$ cat src/rtl/cdb_arbiter.sv
// rtl/cdb_arbiter.sv - two-lane common-data-bus arbiter with per-lane holding slots
// Round-robin between lanes; a losing lane parks its result and raises CDB_hazard until broadcast.
module cdb_arbiter #(
    parameter int PRF_IDX_W = 6,
    parameter int ROB_IDX_W = 5
) (
    input  logic                      clock,
    input  logic                      reset,
    input  logic                      squash,
    input  logic [1:0]                lane_valid,
    input  logic [1:0][31:0]          lane_result,
    input  logic [1:0][PRF_IDX_W-1:0] lane_dest_prf,
    input  logic [1:0][ROB_IDX_W-1:0] lane_rob_idx,
    input  logic [1:0]                lane_take_branch,
    output logic [1:0]                CDB_hazard,
    output logic                      cdb_valid,
    output logic [31:0]               cdb_result,
    output logic [PRF_IDX_W-1:0]      cdb_dest_prf,
    output logic [ROB_IDX_W-1:0]      cdb_rob_idx,
    output logic                      cdb_take_branch,
    output logic                      cdb_lane
);

    typedef struct packed {
        logic [31:0]          result;
        logic [PRF_IDX_W-1:0] dest;
        logic [ROB_IDX_W-1:0] rob;
        logic                 take;
    } payload_t;

    payload_t [1:0] slot_q, slot_d;
    logic     [1:0] full_q, full_d;
    logic           rr_q, rr_d;
    payload_t       cdb_q, cdb_d;
    logic           cdb_valid_q, cdb_valid_d;
    logic           cdb_lane_q, cdb_lane_d;

    payload_t [1:0] lane_in;
    payload_t [1:0] offer;
    logic     [1:0] cand;
    logic           grant_v;
    logic           grant_lane;

    always_comb begin
        for (int i = 0; i < 2; i++) begin
            lane_in[i] = {lane_result[i], lane_dest_prf[i], lane_rob_idx[i], lane_take_branch[i]};
            // A full slot masks the live input, so a hazard violation is silently dropped.
            offer[i]   = full_q[i] ? slot_q[i] : lane_in[i];
            cand[i]    = full_q[i] | lane_valid[i];
        end

        grant_v    = 1'b0;
        grant_lane = rr_q;
        if (cand[rr_q]) begin
            grant_v    = 1'b1;
            grant_lane = rr_q;
        end else if (cand[~rr_q]) begin
            grant_v    = 1'b1;
            grant_lane = ~rr_q;
        end

        slot_d      = slot_q;
        full_d      = full_q;
        rr_d        = rr_q;
        cdb_d       = cdb_q;
        cdb_valid_d = 1'b0;
        cdb_lane_d  = cdb_lane_q;

        if (squash) begin
            full_d = 2'b00;
        end else begin
            if (grant_v) begin
                cdb_d       = offer[grant_lane];
                cdb_valid_d = 1'b1;
                cdb_lane_d  = grant_lane;
                rr_d        = ~grant_lane;
            end
            for (int i = 0; i < 2; i++) begin
                if (grant_v && (grant_lane == 1'(i))) begin
                    full_d[i] = 1'b0;
                end else if (!full_q[i] && lane_valid[i]) begin
                    slot_d[i] = lane_in[i];
                    full_d[i] = 1'b1;
                end
            end
        end
    end

    always_ff @(posedge clock) begin
        if (reset) begin
            slot_q      <= '0;
            full_q      <= 2'b00;
            rr_q        <= 1'b0;
            cdb_q       <= '0;
            cdb_valid_q <= 1'b0;
            cdb_lane_q  <= 1'b0;
        end else begin
            slot_q      <= slot_d;
            full_q      <= full_d;
            rr_q        <= rr_d;
            cdb_q       <= cdb_d;
            cdb_valid_q <= cdb_valid_d;
            cdb_lane_q  <= cdb_lane_d;
        end
    end

    // The registered full bits are the hazard: they already hold last cycle's next-state value.
    assign CDB_hazard      = full_q;
    assign cdb_valid       = cdb_valid_q;
    assign cdb_result      = cdb_q.result;
    assign cdb_dest_prf    = cdb_q.dest;
    assign cdb_rob_idx     = cdb_q.rob;
    assign cdb_take_branch = cdb_q.take;
    assign cdb_lane        = cdb_lane_q;

endmodule
$ cat config.mk
export PLATFORM = sky130hd
export DESIGN_NAME = cdb_arbiter
export DESIGN_NICKNAME = d
export VERILOG_FILES = /design/src/rtl/cdb_arbiter.sv
export SDC_FILE = /design/constraint.sdc
export NUM_CORES = 1
export LEC_CHECK = 0
export ABC_CLOCK_PERIOD_IN_PS = 4300
export CORE_MARGIN = 2
export CORE_UTILIZATION = 25
export CTS_CLUSTER_SIZE = 10
export DETAILED_ROUTE_END_ITERATION = 10
export SLEW_MARGIN = 20
export SYNTH_ARGS = -nofsm -noshare
export SYNTH_HDL_FRONTEND = slang
export SYNTH_SLANG_ARGS = --single-unit
export TNS_END_PERCENT = 10
$ cat constraint.sdc
create_clock -name clock -period 4.3 [get_ports clock]
set_clock_uncertainty 0.1 [all_clocks]
set_input_delay 0.86 -clock clock [delete_from_list [all_inputs] [get_ports clock]]
set_output_delay 0.86 -clock clock [all_outputs]
set_load 0.02 [all_outputs]
==> results.cfg <==
[outcome]
outcome = completed

[global_routing]
grt_max_degree = 73
grt_pass1_wl_um = 26900
grt_pass1_vias = 5062
antenna_found_initial = 0
grt_use_total_pct = 13.2
grt_overflow_total = 0

[critical_path]
path_class = reg -> out
timing.rr.end = slot_q[65]
worstRegToRegCells = 4
critPathMaxStageDelay_ps = 750
reg2reg_from = CDB_hazard[0]
worstPathRequired_ps = 3340
crit_path_max_fanout = 33
slowest_stage = dfxtp_4
cp-end-kind = output pin
r2r_setup_slack_ps = 1720
arrival_ps = 1900
crit_path_cell_trace = clkdlybuf4s50_1
setup.worst_path.start_class = register
path_delay_family = flip-flops
crit_buf_inv = 1

[layout]
n_antenna_cell = 0
design_area_um2 = 8140
synthToLayoutAreaGrowth_pct = 34.0
final_nets = 909
final_util_pct = 33.8
drive_above_1_share_pct = 5.56
fill_cells = 2549

[route]
drc = 0
wl_um = 16900
drt_iter0_drc = 185
dr_total_vias = 5183
avgViaCountPerCell = 4.50
wl_per_cell_um = 14.6
ant_nets = 0
drt_pre_antenna_iters = 5

[timing]
setup_viol = 0
rsz0062_at_grt = false
fmax_ghz = 0.349
fin_crit_sh_pct = 66.6
fin_crit_ps = 2860
final_hold_viol_count = 0
slew_viol_final = 0
hold-worst-slack_ps = 351
finalSetupTns_ps = 0
relSlewSlack_pct = 34.0
worst_slew_pin_slew_ps = 990

[synthesis]
synthTopCellsByCount = nand2_1 (218), dfxtp_1 (137), a21oi_1 (129)
synth_edf_count = 0
synth_top_area_share_pct = 45.1
syn-num-nets = 802
yosys_warnings = 0
yosysSeqAreaShare_pct = 45.1
syn_avg_cell_area_um2 = 8.57
synthCells = 709
synthArstFlopShare_pct = 0
synthTopCellsByArea = dfxtp_1 (45%), mux2i_1 (14%), nand2_1 (13%)
synth_ff_type = dfxtp_1
yosysMostFrequentCell = nand2_1
synth_seq_cells = 137
yosys.area.top_type = dfxtp_1
yosysUniqueCellTypes = 27
synth_area_um2 = 6080

[power_and_ir_drop]
p_total_uw = 3110
vdd_ir_drop_max_mv = 0.183
p_leak_uw = 0.00257
p_per_area_nw_per_um2 = 382

[worst_hold_path]
hold_path_depth = 2
min_to = cdb_dest_prf[0]
hold_path_class = reg -> reg
min_from = cdb_dest_prf[0]

[floorplan]
num_rows = 57
pin_count = 141
die_area_um2 = 25600
die_w_um = 160
core-area_um2 = 24100
fp.dieH_um = 160
start_util_pct = 25.2

[clock_tree]
h-tree-depth = 4
post-cts-setup-buffers = 0
cts_buffer_depth = 2
cts_resized = 0
clockRootBuffer = clkbuf_16
clkLatencyLatePin_ps = 410
cts-buffers-inserted = 17
cts_hold_buf = 0
clkSinkCount = 137
tritoncts = done
clk_pin_slew_ps = 60

[place]
dp_hpwl_um = 10600
port_buffers = 140
gp_congestion = 0.700
place_area_um2 = 7600

[job]
max_cap_viol_count = 0
## cells in the final DEF, fill, tap and decap left out, drive strengths merged, types with 2 or more instances in the layout
cell type and instances:
buf 10, a21oi 129, nor4 6, nor3 5, clkinvlp 2, nand2 218
a221o 4, o22a 40, or4 2, inv 5, dfxtp 137, mux2i 88
clkinv 2, clkbuf 24, nor2b 4, nor2 3, clkdlybuf4s50 139
## routing by layer
metal | vias to the layer above | share of wire (%) | GRT usage [%]
li1 | 2642 | - | -
met1 | 2423 | 47 | 16.7
met2 | 111 | 47 | 21.9
met3 | 7 | 5.3 | 4.16
met4 | 0 | 0.57 | 3.32
met5 | - | 0 | 0
## metrics by stage
stage | setup WS, ps | std cells
6_report | 1440 | 1152
3_5_place_dp | 1050 | 1121
4_1_cts | 1380 | 1152
5_1_grt | 1340 | 1152
3_3_place_gp | 1080 | 1121
2_1_floorplan | 2150 | 709
## sequential cells by signal, indices dropped and copies added (netlist names)
| name | flops |
|---|---|
| slot_q | 88 |
| cdb_result | 32 |
| cdb_dest_prf | 6 |
| cdb_rob_idx | 5 |
| CDB_hazard | 2 |
| cdb_lane | 1 |
| cdb_take_branch | 1 |
| cdb_valid | 1 |
| rr_q | 1 |
## cell type report
| class | count | area (µm²) | share of cell area, % |
|---|---|---|---|
| Multi-Input combinational cell | 508 | 2960 | 36.3 |
| Sequential cell | 137 | 2750 | 33.8 |
| Timing Repair Buffer | 149 | 1480 | 18.2 |
| Clock buffer | 24 | 472 | 5.79 |
| Tap cell | 324 | 405 | 4.98 |
| Clock inverter | 7 | 67.6 | 0.830 |
| Inverter | 3 | 11.3 | 0.138 |
## worst max path at each step
stage,from,to,slack (ps),cells past startpoint
finish,CDB_hazard[1],CDB_hazard[1],1440,1
global route,CDB_hazard[1],CDB_hazard[1],1340,1
CTS,CDB_hazard[1],CDB_hazard[1],1380,1
detailed placement,squash,slot_q[59],1050,4
global placement,squash,slot_q[62],1080,4
floorplan,squash,slot_q[1],2150,6
## where the power goes
part / internal [µW] / leakage, µW / total, µW / switching [µW]
logic: 200 / 0.00120 / 395 / 195
clock network: 822 / 0.000261 / 1370 / 545
registers: 1320 / 0.00112 / 1350 / 29.4
total: 2340 / 0.00257 / 3110 / 770
## kinds of logic after synthesis
| kind of cell | Yosys count | share of synthesized area, % |
|---|---|---|
| compound gates | 177 | 17.6 |
| fa+ha+maj | 1 | 0.165 |
| buf+inv | 64 | 6.30 |
| flops | 137 | 45.1 |
| mux | 88 | 14.5 |
| simple gates | 242 | 16.3 |
No activity file was read; power rests on OpenSTA's default activity.
==> variant: new RTL, config.mk and constraints unchanged <==
Change the parameter `PRF_IDX_W` from 6 to 5.
--- a/src/rtl/cdb_arbiter.sv
+++ b/src/rtl/cdb_arbiter.sv
@@ -3,3 +3,3 @@
 module cdb_arbiter #(
-    parameter int PRF_IDX_W = 6,
+    parameter int PRF_IDX_W = 5,
     parameter int ROB_IDX_W = 5
Interface: changed (resized cdb_dest_prf and lane_dest_prf); port bits go from 141 to 138. No check against the original RTL was run, so the function may have changed too.
==> variant against the unedited design <==
Synthesized area down 3.3%; final area decreased by 1.0%; global-route usage up 0.98 points; setup slack better by 0.025 ns; total power is 3.4% higher; routed wire length up 3.6%; core utilization up 0.86 points; sequential cell count down 3; critical path type is now primary input to register; largest power group unchanged.
==> variant: results (changes against the unedited design) <==
metric,value,unit,change
cell count after synthesis,693,,-2.3%
Initial DRC Count,247,,+34%
worst vdd ir,0.219,mV,+20%
post-place setup slack,1.04,ns,-0.0164 ns
wire per inst,15.5,µm,+5.6%
I/O Buffers,137,,-2.1%
synth top area cells,"dfxtp_1 (46%), mux2i_1 (15%), nand2_1 (14%)",,
Post-synth ARST share,0,%,unchanged
HP Start,cdb_dest_prf[0],,
Post-DP HPWL,10.4,mm,-1.6%
CP Data Arrival Time,3.00,ns,+1.10 ns
DRC Markers,0,,unchanged
"Reg clk slew, reported paths",0.06,ns,about the same
Final Wtd Congestion,0.694,,-0.80%
First-pass DRT Iterations,4,,-1
initial antenna violation count,3,,+3
Leak,2.56,nW,-0.69%
Hold Path End,cdb_dest_prf[0],,
R2R setup slack,1.90,ns,+0.18 ns
DRT Wirelength,17.5,mm,+3.6%
first-pass GRT wire length,26.9,mm,about the same
FF-to-FF path depth,4,,unchanged
Max clock buf depth,2,,unchanged
ratio of cells with drive above 1 in the final layout,5.92,%,+0.36 points
"Max FO, Critical Path",43,,+30%
DP Area,7450,µm²,-2.0%
post-CTS setup buffers,0,,unchanged
Synth Area in Adders,0.170,%,+0.0056 points
largest net degree at the start of global routing,62,,-15%
Compound-Gate Fraction of Synth Area,17.9,%,+0.35 points
Slew headroom,35.9,%,+1.9 points
design area,8060,µm²,-1.0%
Vias/cell,4.52,,+0.44%
"Seq/Total Area, Yosys",45.7,%,+0.53 points
Post-synth top cells,"nand2_1 (213), dfxtp_1 (134), a21oi_1 (126)",,
Synthesized Nets,784,,-2.2%
Overall Global Routing Usage,14.2,%,+0.98 points
NumNets Final,889,,-2.2%
max reg flops,86,,-2.3%
root buf cell,clkbuf_16,,
library cells used by synthesis,28,,+3.7%
status,finished clean,,
Worst R2R End,slot_q[48],,
Clock H-tree levels,4,,unchanged
top_reg_cell synth,dfxtp_1,,
mux contribution to synthesized area,14.7,%,+0.16 points
# fillers,2455,,-3.7%
vias in the first global route,4930,,-2.6%
Synth Area in XOR/XNOR,0,%,unchanged
## variant: cell types whose count changed after synthesis, moves of 3 or more
cell / before / now
a21oi_1: 129 / 126
clkbuf_1: 21 / 27
buf_1: 0 / 3
buf_6: 14 / 5
buf_2: 24 / 21
nand2_1: 218 / 213
dfxtp_1: 137 / 134
## variant: routing by layer
metal / vias up / global-route usage [%] / share of wire [%]
met1: 2400 / 18.4 / 48
met2: 103 / 23.1 / 46
li1: 2593 / - / -
met4: 4 / 3.85 / 0.87
met5: - / 0 / 0.15
met3: 11 / 4.10 / 4.8
## variant: cells by family after synthesis
logic type	Yosys count
flops	134
simple gates	237
mux	86
fa+ha+maj	1
compound gates	173
buf+inv	62
## variant: worst max-delay path by stage
stage / cells past startpoint / slack (ns) / endpoint / startpoint
finish: 4 / 1.46 / slot_q[5] / squash
detailed placement: 4 / 1.04 / slot_q[48] / squash
global placement: 6 / 1.09 / cdb_result[15] / lane_valid[1]
floorplan: 6 / 2.07 / slot_q[0] / squash
global route: 6 / 1.33 / rr_q / lane_valid[1]
CTS: 6 / 1.48 / cdb_result[12] / lane_valid[1]
## variant: worst max-delay path, stage by stage
cell and delay [ns]:
clkdlybuf4s50_1 0.61, or4_2 1.21, nand2_1 0.20, a21oi_1 0.08
## variant: layout make-up
class	instances	area share, %
Tap cell	319	4.95
Multi-Input combinational cell	497	36.1
Inverter	3	0.140
Clock buffer	25	6.41
Timing Repair Buffer	145	17.9
Clock inverter	7	1.12
Antenna cell	1	0.0311
Sequential cell	134	33.4
## variant: power by group
group          total, mW  switching, mW  leakage, nW  internal (mW)
clock               1.50          0.556        0.294          0.949
sequential          1.31         0.0250         1.09           1.29
combinational      0.397          0.202         1.17          0.196
## variant: per-stage QoR
step,power (mW),hold WS (ns)
global placement,1.74,0.340
finish,3.21,0.352
detailed placement,1.74,0.346
floorplan,1.54,0.336
global route,3.35,0.368
CTS,3.27,0.354
